**config.mk**
```make
export PLATFORM = sky130hd
export DESIGN_NAME = id_inst_capture
export DESIGN_NICKNAME = d
export VERILOG_FILES = /design/src/rtl/id_inst_capture.sv
export SDC_FILE = /design/constraint.sdc
export NUM_CORES = 1
export LEC_CHECK = 0
export CORE_AREA = 2 2 143 145
export CTS_BUF_LIST = sky130_fd_sc_hd__clkbuf_8
export DETAILED_ROUTE_END_ITERATION = 16
export DIE_AREA = 0 0 145 147
export PLACE_DENSITY = 0.56
export SLEW_MARGIN = 10
export SYNTH_ARGS = -nofsm -noshare
export SYNTH_HDL_FRONTEND = slang
export SYNTH_SLANG_ARGS = --single-unit
```
**constraint.sdc**
```tcl
create_clock -name clk -period 3.7 [get_ports clk]
set_clock_uncertainty 0.1 [all_clocks]
set_input_delay 0.37 -clock clk [delete_from_list [all_inputs] [get_ports clk]]
set_output_delay 0.37 -clock clk [all_outputs]
set_load 0.05 [all_outputs]
```
**src/rtl/id_inst_capture.sv**
```systemverilog
// ID-stage instruction capture: selects the synchronous memory read word, holds it
// across ID stalls, squashes wrong-path words after a redirect and counts fetches/bubbles.

module id_perf_counter #(
    parameter int COUNT_WIDTH = 32
) (
    input  logic                   clk,
    input  logic                   rst,
    input  logic                   clr,
    input  logic                   inc,
    output logic [COUNT_WIDTH-1:0] cnt
);
    // Wraps modulo 2^COUNT_WIDTH; clear wins over increment.
    always_ff @(posedge clk or posedge rst) begin
        if (rst)      cnt <= '0;
        else if (clr) cnt <= '0;
        else if (inc) cnt <= cnt + 1'b1;
    end
endmodule

module id_inst_capture #(
    parameter logic [31:0] NOP         = 32'h0000_0013,
    parameter int          COUNT_WIDTH = 32,
    parameter logic [1:0]  INST_BIOS   = 2'b00,
    parameter logic [1:0]  INST_IMEM   = 2'b01
) (
    input  logic                   clk,
    input  logic                   rst,
    input  logic                   id_stall,
    input  logic                   flush,
    input  logic [1:0]             id_inst_sel,
    input  logic [31:0]            bios_dout,
    input  logic [31:0]            imem_dout,
    input  logic                   counters_clr,
    output logic [31:0]            id_inst,
    output logic                   id_inst_valid,
    output logic [COUNT_WIDTH-1:0] inst_count,
    output logic [COUNT_WIDTH-1:0] bubble_count
);
    typedef enum logic [1:0] {KILL, LIVE, HELD} state_t;

    state_t      state_q, state_d;
    logic [31:0] hold_q, hold_d;
    logic [31:0] sel_word;

    always_comb begin
        sel_word = NOP;
        if (id_inst_sel == INST_BIOS)      sel_word = bios_dout;
        else if (id_inst_sel == INST_IMEM) sel_word = imem_dout;
    end

    always_ff @(posedge clk or posedge rst) begin
        if (rst) begin
            state_q <= KILL;
            hold_q  <= NOP;
        end else begin
            state_q <= state_d;
            hold_q  <= hold_d;
        end
    end

    always_comb begin
        state_d       = state_q;
        hold_d        = hold_q;
        id_inst       = NOP;
        id_inst_valid = 1'b0;
        case (state_q)
            LIVE: begin
                id_inst       = sel_word;
                id_inst_valid = 1'b1;
                if (id_stall) begin
                    state_d = HELD;
                    hold_d  = sel_word;
                end
            end
            HELD: begin
                id_inst       = hold_q;
                id_inst_valid = 1'b1;
                // Memories re-read the held IF address, so dout is correct again next cycle.
                if (!id_stall) state_d = LIVE;
            end
            default: begin
                if (!id_stall) state_d = LIVE;
            end
        endcase
        // IF reloads id_pc on a redirect even when stalled, so flush beats stall.
        if (flush) state_d = KILL;
    end

    logic [1:0]                  cnt_inc;
    logic [1:0][COUNT_WIDTH-1:0] cnt_val;

    assign cnt_inc[0] = !id_stall &&  id_inst_valid;
    assign cnt_inc[1] = !id_stall && !id_inst_valid;

    for (genvar g = 0; g < 2; g++) begin : g_cnt
        id_perf_counter #(.COUNT_WIDTH(COUNT_WIDTH)) u_cnt (
            .clk (clk),
            .rst (rst),
            .clr (counters_clr),
            .inc (cnt_inc[g]),
            .cnt (cnt_val[g])
        );
    end

    assign inst_count   = cnt_val[0];
    assign bubble_count = cnt_val[1];
endmodule
```
Word-level counts from Yosys, hierarchy flattened
Index checks and enable logic that the tools add are counted.
- eq/ne operators: 5
- multiplexer cells: 12
- add/subtract/negate cells: 2
- reductions and logical operators: 10
- operator list (kind ; count):
    $mux 32 ; 6
    $add 32x1->32 const B ; 2
    $pmux 32 s2 ; 1
    $mux 2 ; 4
    $eq 2x1->1 const B ; 2
    $reduce_and 2->1 ; 2
    $reduce_bool 2->1 ; 2
    $ne 3x1->1 const B ; 1
    $ne 3x3->1 const B ; 1
    $eq 2x2->1 const B ; 1
    $logic_and 1x1->1 ; 2
    $logic_not 1->1 ; 2
    $logic_not 2->1 ; 1
    $reduce_or 2->1 ; 1
    $mux 1 ; 1
- register bits: 98

Logic depth before layout (Yosys ltp)
Gate-level depths: netlist of run 1.
- depth after elaboration: 7
- depth in mapped cells: 8

Modules after synthesis
Synthesis of run 1 repeated with hierarchy kept, for this count alone.
- cells, all modules: 541
- area, all modules: 5527.8 µm²
- modules (own cells, without submodules) (module ; sequential area each (µm²) ; area an instance (µm²) ; cells an instance ; times used):
    id_perf_counter ; 800.8 ; 1749.2 ; 184 ; 2
    id_inst_capture ; 854.6 ; 2029.4 ; 173 ; 1

Least setup slack after synthesis of run 1
OpenSTA, ideal clock, no wires.
- path kind: flip-flop to flip-flop
- from: reg g_cnt[1].u_cnt.cnt[0]
- to: reg g_cnt[1].u_cnt.cnt[24]
- library setup time: 128 ps
- slack: 1129 ps
- stages on the path, launching flop included: 8
- buffers on the path: 2
- data arrival time: 2344 ps
- path through: dfrtp_1 ha_1 nand2_1 or3_1 clkbuf_1 buf_2 nor4_1 mux2_1
- word-level cells in the longest chain between the ends: 3
- ends and longest elaborated chain (item ; line ; text):
    start, declared ; 11 ; output logic [COUNT_WIDTH-1:0] cnt
    start signal, assigned ; 17 ; else if (inc) cnt <= cnt + 1'b1;
    $add 32x1->32 ; 17 ;
    $mux 32 ; 17 ;
    $mux 32 ; 16 ; else if (clr) cnt <= '0;
Every way passes these cells. The select of a mux whose other input is x is not followed.
A chain may end at the register's enable or synchronous reset.

Worst setup path in the final report of run 1
- from: reg state_q[0]
- to: out id_inst[0]
- word-level cells in the longest chain between the ends: 2
- ends and longest elaborated chain (item ; line ; text):
    start, declared ; 42 ; state_t state_q, state_d;
    start signal, assigned ; 57 ; state_q <= state_d;
    $eq 2x2->1 or $eq 2x1->1 (tied branches) ; 67 ; case (state_q)
    $pmux 32 s2 (*) ; 67 ;
    end, declared ; 35 ; output logic [31:0] id_inst,
Every way passes the cells marked *; elsewhere a longest branch is shown, timed or not.

==> flow_summary.json, run 1 <==
{
  "dieArea_um2": 21320,
  "slowest_stage": "clkdlybuf4s50_1",
  "nets": 813,
  "period_share_pct": 84.26,
  "clockBufferDepth": 2,
  "drt_iter0_markers": 252,
  "clk_latency_ns": 0.38,
  "ios": 168,
  "powerDensity_nw_per_um2": 310.1,
  "worst_pin_slew_ns": 1.008,
  "fmax_mhz": 320.7,
  "path_clk_slew_ns": 0.09,
  "leakage_nw": 3.060,
  "criticalPathCategory": "flip-flop to output port",
  "fin_crit_ns": 3.118,
  "synth_seq_area_share_pct": 43.54,
  "place_area_um2": 7547,
  "path_max_fanout": 35,
  "finish.instance_area_um2": 7737,
  "cts_max_level": 3,
  "startpoint_type": "flip-flop",
  "async_reset_ff_share_pct": 100.0,
  "fp.coreArea_um2": 19840,
  "layout_commonest_cell": "clkdlybuf4s50_1",
  "yosysUniqueCellTypes": 41,
  "grt_pass1_wl_um": 27130,
  "synth_area_um2": 5642,
  "wl_um": 16620,
  "final-setup-viol-count": 0,
  "cap_violations": 0,
  "final_cell_mix": "163 x clkdlybuf4s50_1, 95 x dfrtp_1, 91 x nor2_1, 38 x mux2_2, 34 x a21oi_1",
  "clock_sinks": 98,
  "grt_use_total_pct": 15.58,
  "syn_nets": 666,
  "post-route-util_pct": 38.99,
  "area_growth_pct": 37.15,
  "die_w_um": 145,
  "diodes": 0,
  "start_util_pct": 28.43,
  "relSlewSlack_pct": 32.81,
  "die_y_um": 147,
  "gp_congestion": 0.8513,
  "worstPathCellList": "inv_1 -> ha_1 -> buf_4 -> a221o_1 -> clkdlybuf4s50_1",
  "placed_cells": 997,
  "grt_max_degree": 80,
  "fin_setup_tns_ns": 0,
  "synthFlopType": "dfrtp_1",
  "vias": 5187,
  "dr.pass1.iters": 4,
  "end_kind": "output port",
  "rows": 52,
  "hold_path.class": "flip-flop to flip-flop",
  "peakVddDrop_v": 0.0001415,
  "io_buffers": 167,
  "first_global_vias": 5109,
  "instances_no_fill": 1011,
  "synth_edf_count": 0,
  "final_hold_viol_count": 0,
  "antenna_found_initial": 0,
  "cts_hold_buffers": 0,
  "post_cts_buffers": 0,
  "cp_data_arrival_time_ns": 2.65,
  "ant_nets": 0,
  "numCtsBuffers": 9,
  "hpwlAfterDp_um": 11650,
  "vias_per_cell": 5.131,
  "ctsResizeCount": 0,
  "overflow": 0,
  "cts-root-buf": "clkbuf_8",
  "layout-drive-gt1-share_pct": 9.987,
  "rsz0062_at_grt": "no",
  "status": "finished, final reports clean",
  "worstPathRequired_ns": 3.23,
  "ys_warn_count": 0,
  "max_stage_delay_ns": 0.80,
  "slew_violations": 0,
  "syn-mean-instance-area_um2": 9.546,
  "cts_tree": "done",
  "syn_inst": 591,
  "wl_per_cell_um": 16.44,
  "drc": 0,
  "synth-seq-cells": 98
}
==> Yosys cell counts (4+ instances only) <==
master	number	area share, %
dfrtp_1	95	42
nor2_1	91	6.1
mux2_2	38	7.6
a21oi_1	34	3.0
mux2i_1	30	5.3
a22oi_1	29	3.9
nand2_1	27	1.8
or4_1	24	3.2
clkbuf_1	23	1.5
o31ai_1	23	3.1
nand3_1	20	1.8
nand4_1	19	2.1
buf_1	14	0.93
nor2b_1	14	1.6
xor2_1	14	2.2
o21ai_0	11	0.98
and4_1	10	1.6
nor4_1	9	1.0
or3_1	9	1.0
and3_1	7	0.78
inv_1	6	0.40
xnor2_1	6	0.93
and2_1	4	0.44
ha_1	4	0.89
mux2_1	4	0.80
==> critical path: cells and delay by family, from the launching register on <==
kind | cells | cell delay, ns
compound gates | 1 | 0.17
flops | 1 | 0.38
fa+ha+maj | 1 | 0.42
buf+inv | 3 | 1.29
==> per-stage QoR <==
step / setup WS, ns / hold WS, ns / power (mW)
global placement: 0.8367 / 0.3870 / 1.691
detailed placement: 0.7155 / 0.3936 / 1.709
CTS: 0.5142 / 0.4131 / 2.446
finish: 0.5823 / 0.4145 / 2.399
global route: 0.3946 / 0.4316 / 2.530
floorplan: 0.6729 / 0.3331 / 1.521
==> registers in the layout (all words and copies together), names as in the netlist <==
name	flops
hold_q	32
g_cnt.u_cnt.cnt	64
state_q	2
==> per-layer routing <==
layer	track usage [%]	routed length (um)	up-vias
met4	3.911	156	0
met5	0	0	-
met3	4.317	1069	11
li1	-	-	2468
met1	20.04	7553	2559
met2	26.02	7844	149
==> cell type report <==
cell class | instances | area (um^2)
inverters | 6 | 25.02
repair buffers | 179 | 1747
clock inverters | 4 | 52.55
well taps | 270 | 337.8
multi-input cells | 444 | 2982
flip-flops and latches | 98 | 2456
clock buffers | 10 | 137.6
fillers | 1962 | 12110
==> cell families (layout without fill, tap and decap cells) <==
logic type | after synthesis | in the layout | share of synthesized area [%]
muxes | 72 | 72 | 13.71
xor gates and xnor gates | 20 | 20 | 3.105
buffers and inverters | 49 | 199 | 3.615
DFF | 98 | 98 | 43.54
and+or+nand+nor | 242 | 242 | 22.78
AOI/OAI and AO/OA | 105 | 105 | 12.20
adders and majority gates | 5 | 5 | 1.065
==> where the power goes <==
group	switching (mW)	internal, mW
Sequential	0.0463	1.16
Combinational	0.252	0.218
Clock	0.394	0.327
Total	0.691	1.71
==> worst paths after layout <==
path,from,to,slack (ns),cells past startpoint
min,hold_q[13],hold_q[13],0.41,1
max reg2reg,state_q[0],g_cnt[0].u_cnt.cnt[18],0.86,7
max in group asynchronous,rst,g_cnt[0].u_cnt.cnt[6],2.15,3
max,state_q[0],id_inst[0],0.58,5
min reg2reg,hold_q[13],hold_q[13],0.41,1
min in group asynchronous,rst,hold_q[30],0.49,2
Note: power is estimated with default switching activity, not from simulation.
==> run 2: changes to the inputs <==
Settings changed: PLACE_DENSITY 0.56 to 0.58.
Clock period 3.7 ns to 2.8 ns, I/O delays scaled along.
==> run 2 against run 1 <==
Sequential power is 31% higher. Design area up 5.5%. Critical path depth is the same. Total power grew 41%. Clock power increased by 57%. Non-clock buffer count grew 8. Global-route usage down 0.063 points. Sequential share of layout area shrank 1.7 points. Die area did not move. Hold slack worse by 0.37 ns. Routed wire length is 1.9% lower.
==> flow_summary.json, run 2 (same netlist as run 1, synthesis figures left out) <==
{
  "fmax_mhz": 383.3,
  "relSlewSlack_pct": 52.95,
  "power_switching_mw": 0.9334,
  "dieArea_um2": 21320,
  "drc": 0,
  "dr.pass1.iters": 4,
  "die_w_um": 145,
  "worstPathRequired_ns": 2.97,
  "startpoint_type": "flip-flop",
  "layout-drive-gt1-share_pct": 15.18,
  "antenna_found_initial": 0,
  "grt_use_total_pct": 15.51,
  "vias": 5142,
  "clock_sinks": 98,
  "end_kind": "flip-flop",
  "worstPathCellList": "ha_1 -> nand4b_4 -> or3_1 -> nor4b_1 -> mux2_1",
  "p_int_mw": 2.443,
  "leakage_nw": 3.265,
  "status": "finished, final reports clean",
  "clkPwrFrac_pct": 33.3,
  "cap_violations": 0,
  "ios": 168,
  "instances_no_fill": 1021,
  "rows": 52,
  "ant_nets": 0,
  "fillers": 1989,
  "vias_per_cell": 5.036,
  "grt_pass1_wl_um": 27050,
  "worst_pin_slew_ns": 0.7051,
  "diodes": 0,
  "slew_violations": 0,
  "hpwlAfterDp_um": 11350,
  "nets": 821,
  "die_y_um": 147,
  "fp.coreArea_um2": 19840,
  "path_max_fanout": 14,
  "criticalPathCategory": "flip-flop to flip-flop",
  "cts_max_level": 3,
  "cp_data_arrival_time_ns": 2.78,
  "clockBufferDepth": 2,
  "final_hold_viol_count": 0,
  "largest_register_ffs": 64,
  "regMostFlops": "g_cnt.u_cnt.cnt",
  "biggestRegsByFlops": "g_cnt.u_cnt.cnt (64), hold_q (32), state_q (2)",
  "area_growth_pct": 44.75,
  "clk_latency_ns": 0.38,
  "slowest_stage": "or3_1",
  "wl_per_cell_um": 15.97,
  "path_clk_slew_ns": 0.10,
  "p_seq_share_pct": 47.2,
  "cts-root-buf": "clkbuf_8",
  "drt_iter0_markers": 286,
  "grt_max_degree": 66,
  "period_share_pct": 93.18,
  "multi_input_area_um2": 2982,
  "power.share.combinational_pct": 19.5,
  "cts_tree": "done",
  "placed_cells": 1004,
  "final-setup-viol-count": 0,
  "overflow": 0,
  "gp_congestion": 0.7727,
  "start_util_pct": 28.43,
  "peakVddDrop_v": 0.0002723,
  "fin_crit_ns": 2.609,
  "fin_setup_tns_ns": 0,
  "numCtsBuffers": 9,
  "wl_um": 16300,
  "io_buffers": 167,
  "first_global_vias": 5036,
  "fin_hold_ws_ns": 0.04401,
  "power.total_mw": 3.376,
  "layout_commonest_cell": "clkdlybuf4s50_1",
  "powerDensity_nw_per_um2": 413.4,
  "switching_share_pct": 27.64,
  "rsz0062_at_grt": "no",
  "hold_path.class": "input pin to flip-flop",
  "regArea_um2": 2456,
  "max_stage_delay_ns": 0.61,
  "final_cell_mix": "132 x clkdlybuf4s50_1, 95 x dfrtp_1, 91 x nor2_1, 38 x mux2_2, 34 x a21oi_1"
}
[run 2: what timing repair did]
action | CTS | global route
buffers inserted | 0 | 0
endpoints found under the hold margin | 1 | 0
hold buffers | 1 | 0
setup endpoints to repair | 0 | 0
gates resized for setup | 0 | 0
[run 2: worst paths after layout]
check | to | slack (ns) | cells past startpoint | from
max | g_cnt[1].u_cnt.cnt[26] | 0.19 | 5 | state_q[1]
min | g_cnt[1].u_cnt.cnt[2] | 0.04 | 2 | counters_clr
max in group asynchronous | hold_q[0] | 1.38 | 4 | rst
min reg2reg | hold_q[25] | 0.41 | 1 | hold_q[25]
max reg2reg | g_cnt[1].u_cnt.cnt[26] | 0.19 | 5 | state_q[1]
min in group asynchronous | g_cnt[1].u_cnt.cnt[16] | 0.57 | 3 | rst
[run 2: worst max-delay path, delay by kind of cell, from the launching register on]
| family | cells | cell delay, ns |
|---|---|---|
| mux | 1 | 0.35 |
| simple gates | 3 | 1.20 |
| flops | 1 | 0.42 |
| fa+ha+maj | 1 | 0.44 |
[run 2: layer usage]
metal	vias up	track usage (%)	part of all wire, %
li1	2496	-	-
met1	2495	20.92	46
met2	141	24.52	46
met3	10	3.944	6.3
met4	0	4.950	1.2
met5	-	0	0
[run 2: layout make-up]
cell class                 instances  area share (%)
tap                              270           4.137
clock buffer                      12           2.022
clock inverter                     4          0.9805
multi-input combinational        444           36.51
inverter                           6          0.3217
sequential                        98           30.08
timing repair buffer             187           25.95
[run 2: stage by stage]
step	util (%)	setup slack, ns	area, um^2
5_1_grt	41.15	0.03543	8167
3_3_place_gp	39.87	0.2270	7911
3_5_place_dp	39.87	0.1427	7911
6_report	41.15	0.1909	8167
2_1_floorplan	-	0.2287	5645
4_1_cts	41.15	0.1305	8167
[run 2: power by group through the flow]
| stage | clock network, mW | logic (mW) | registers (mW) |
|---|---|---|---|
| detailed placement | 0 | 0.669 | 1.62 |
| floorplan | 0 | 0.380 | 1.63 |
| finish | 1.13 | 0.657 | 1.59 |
| global route | 1.23 | 0.717 | 1.61 |
| CTS | 1.18 | 0.671 | 1.59 |
| global placement | 0 | 0.663 | 1.62 |
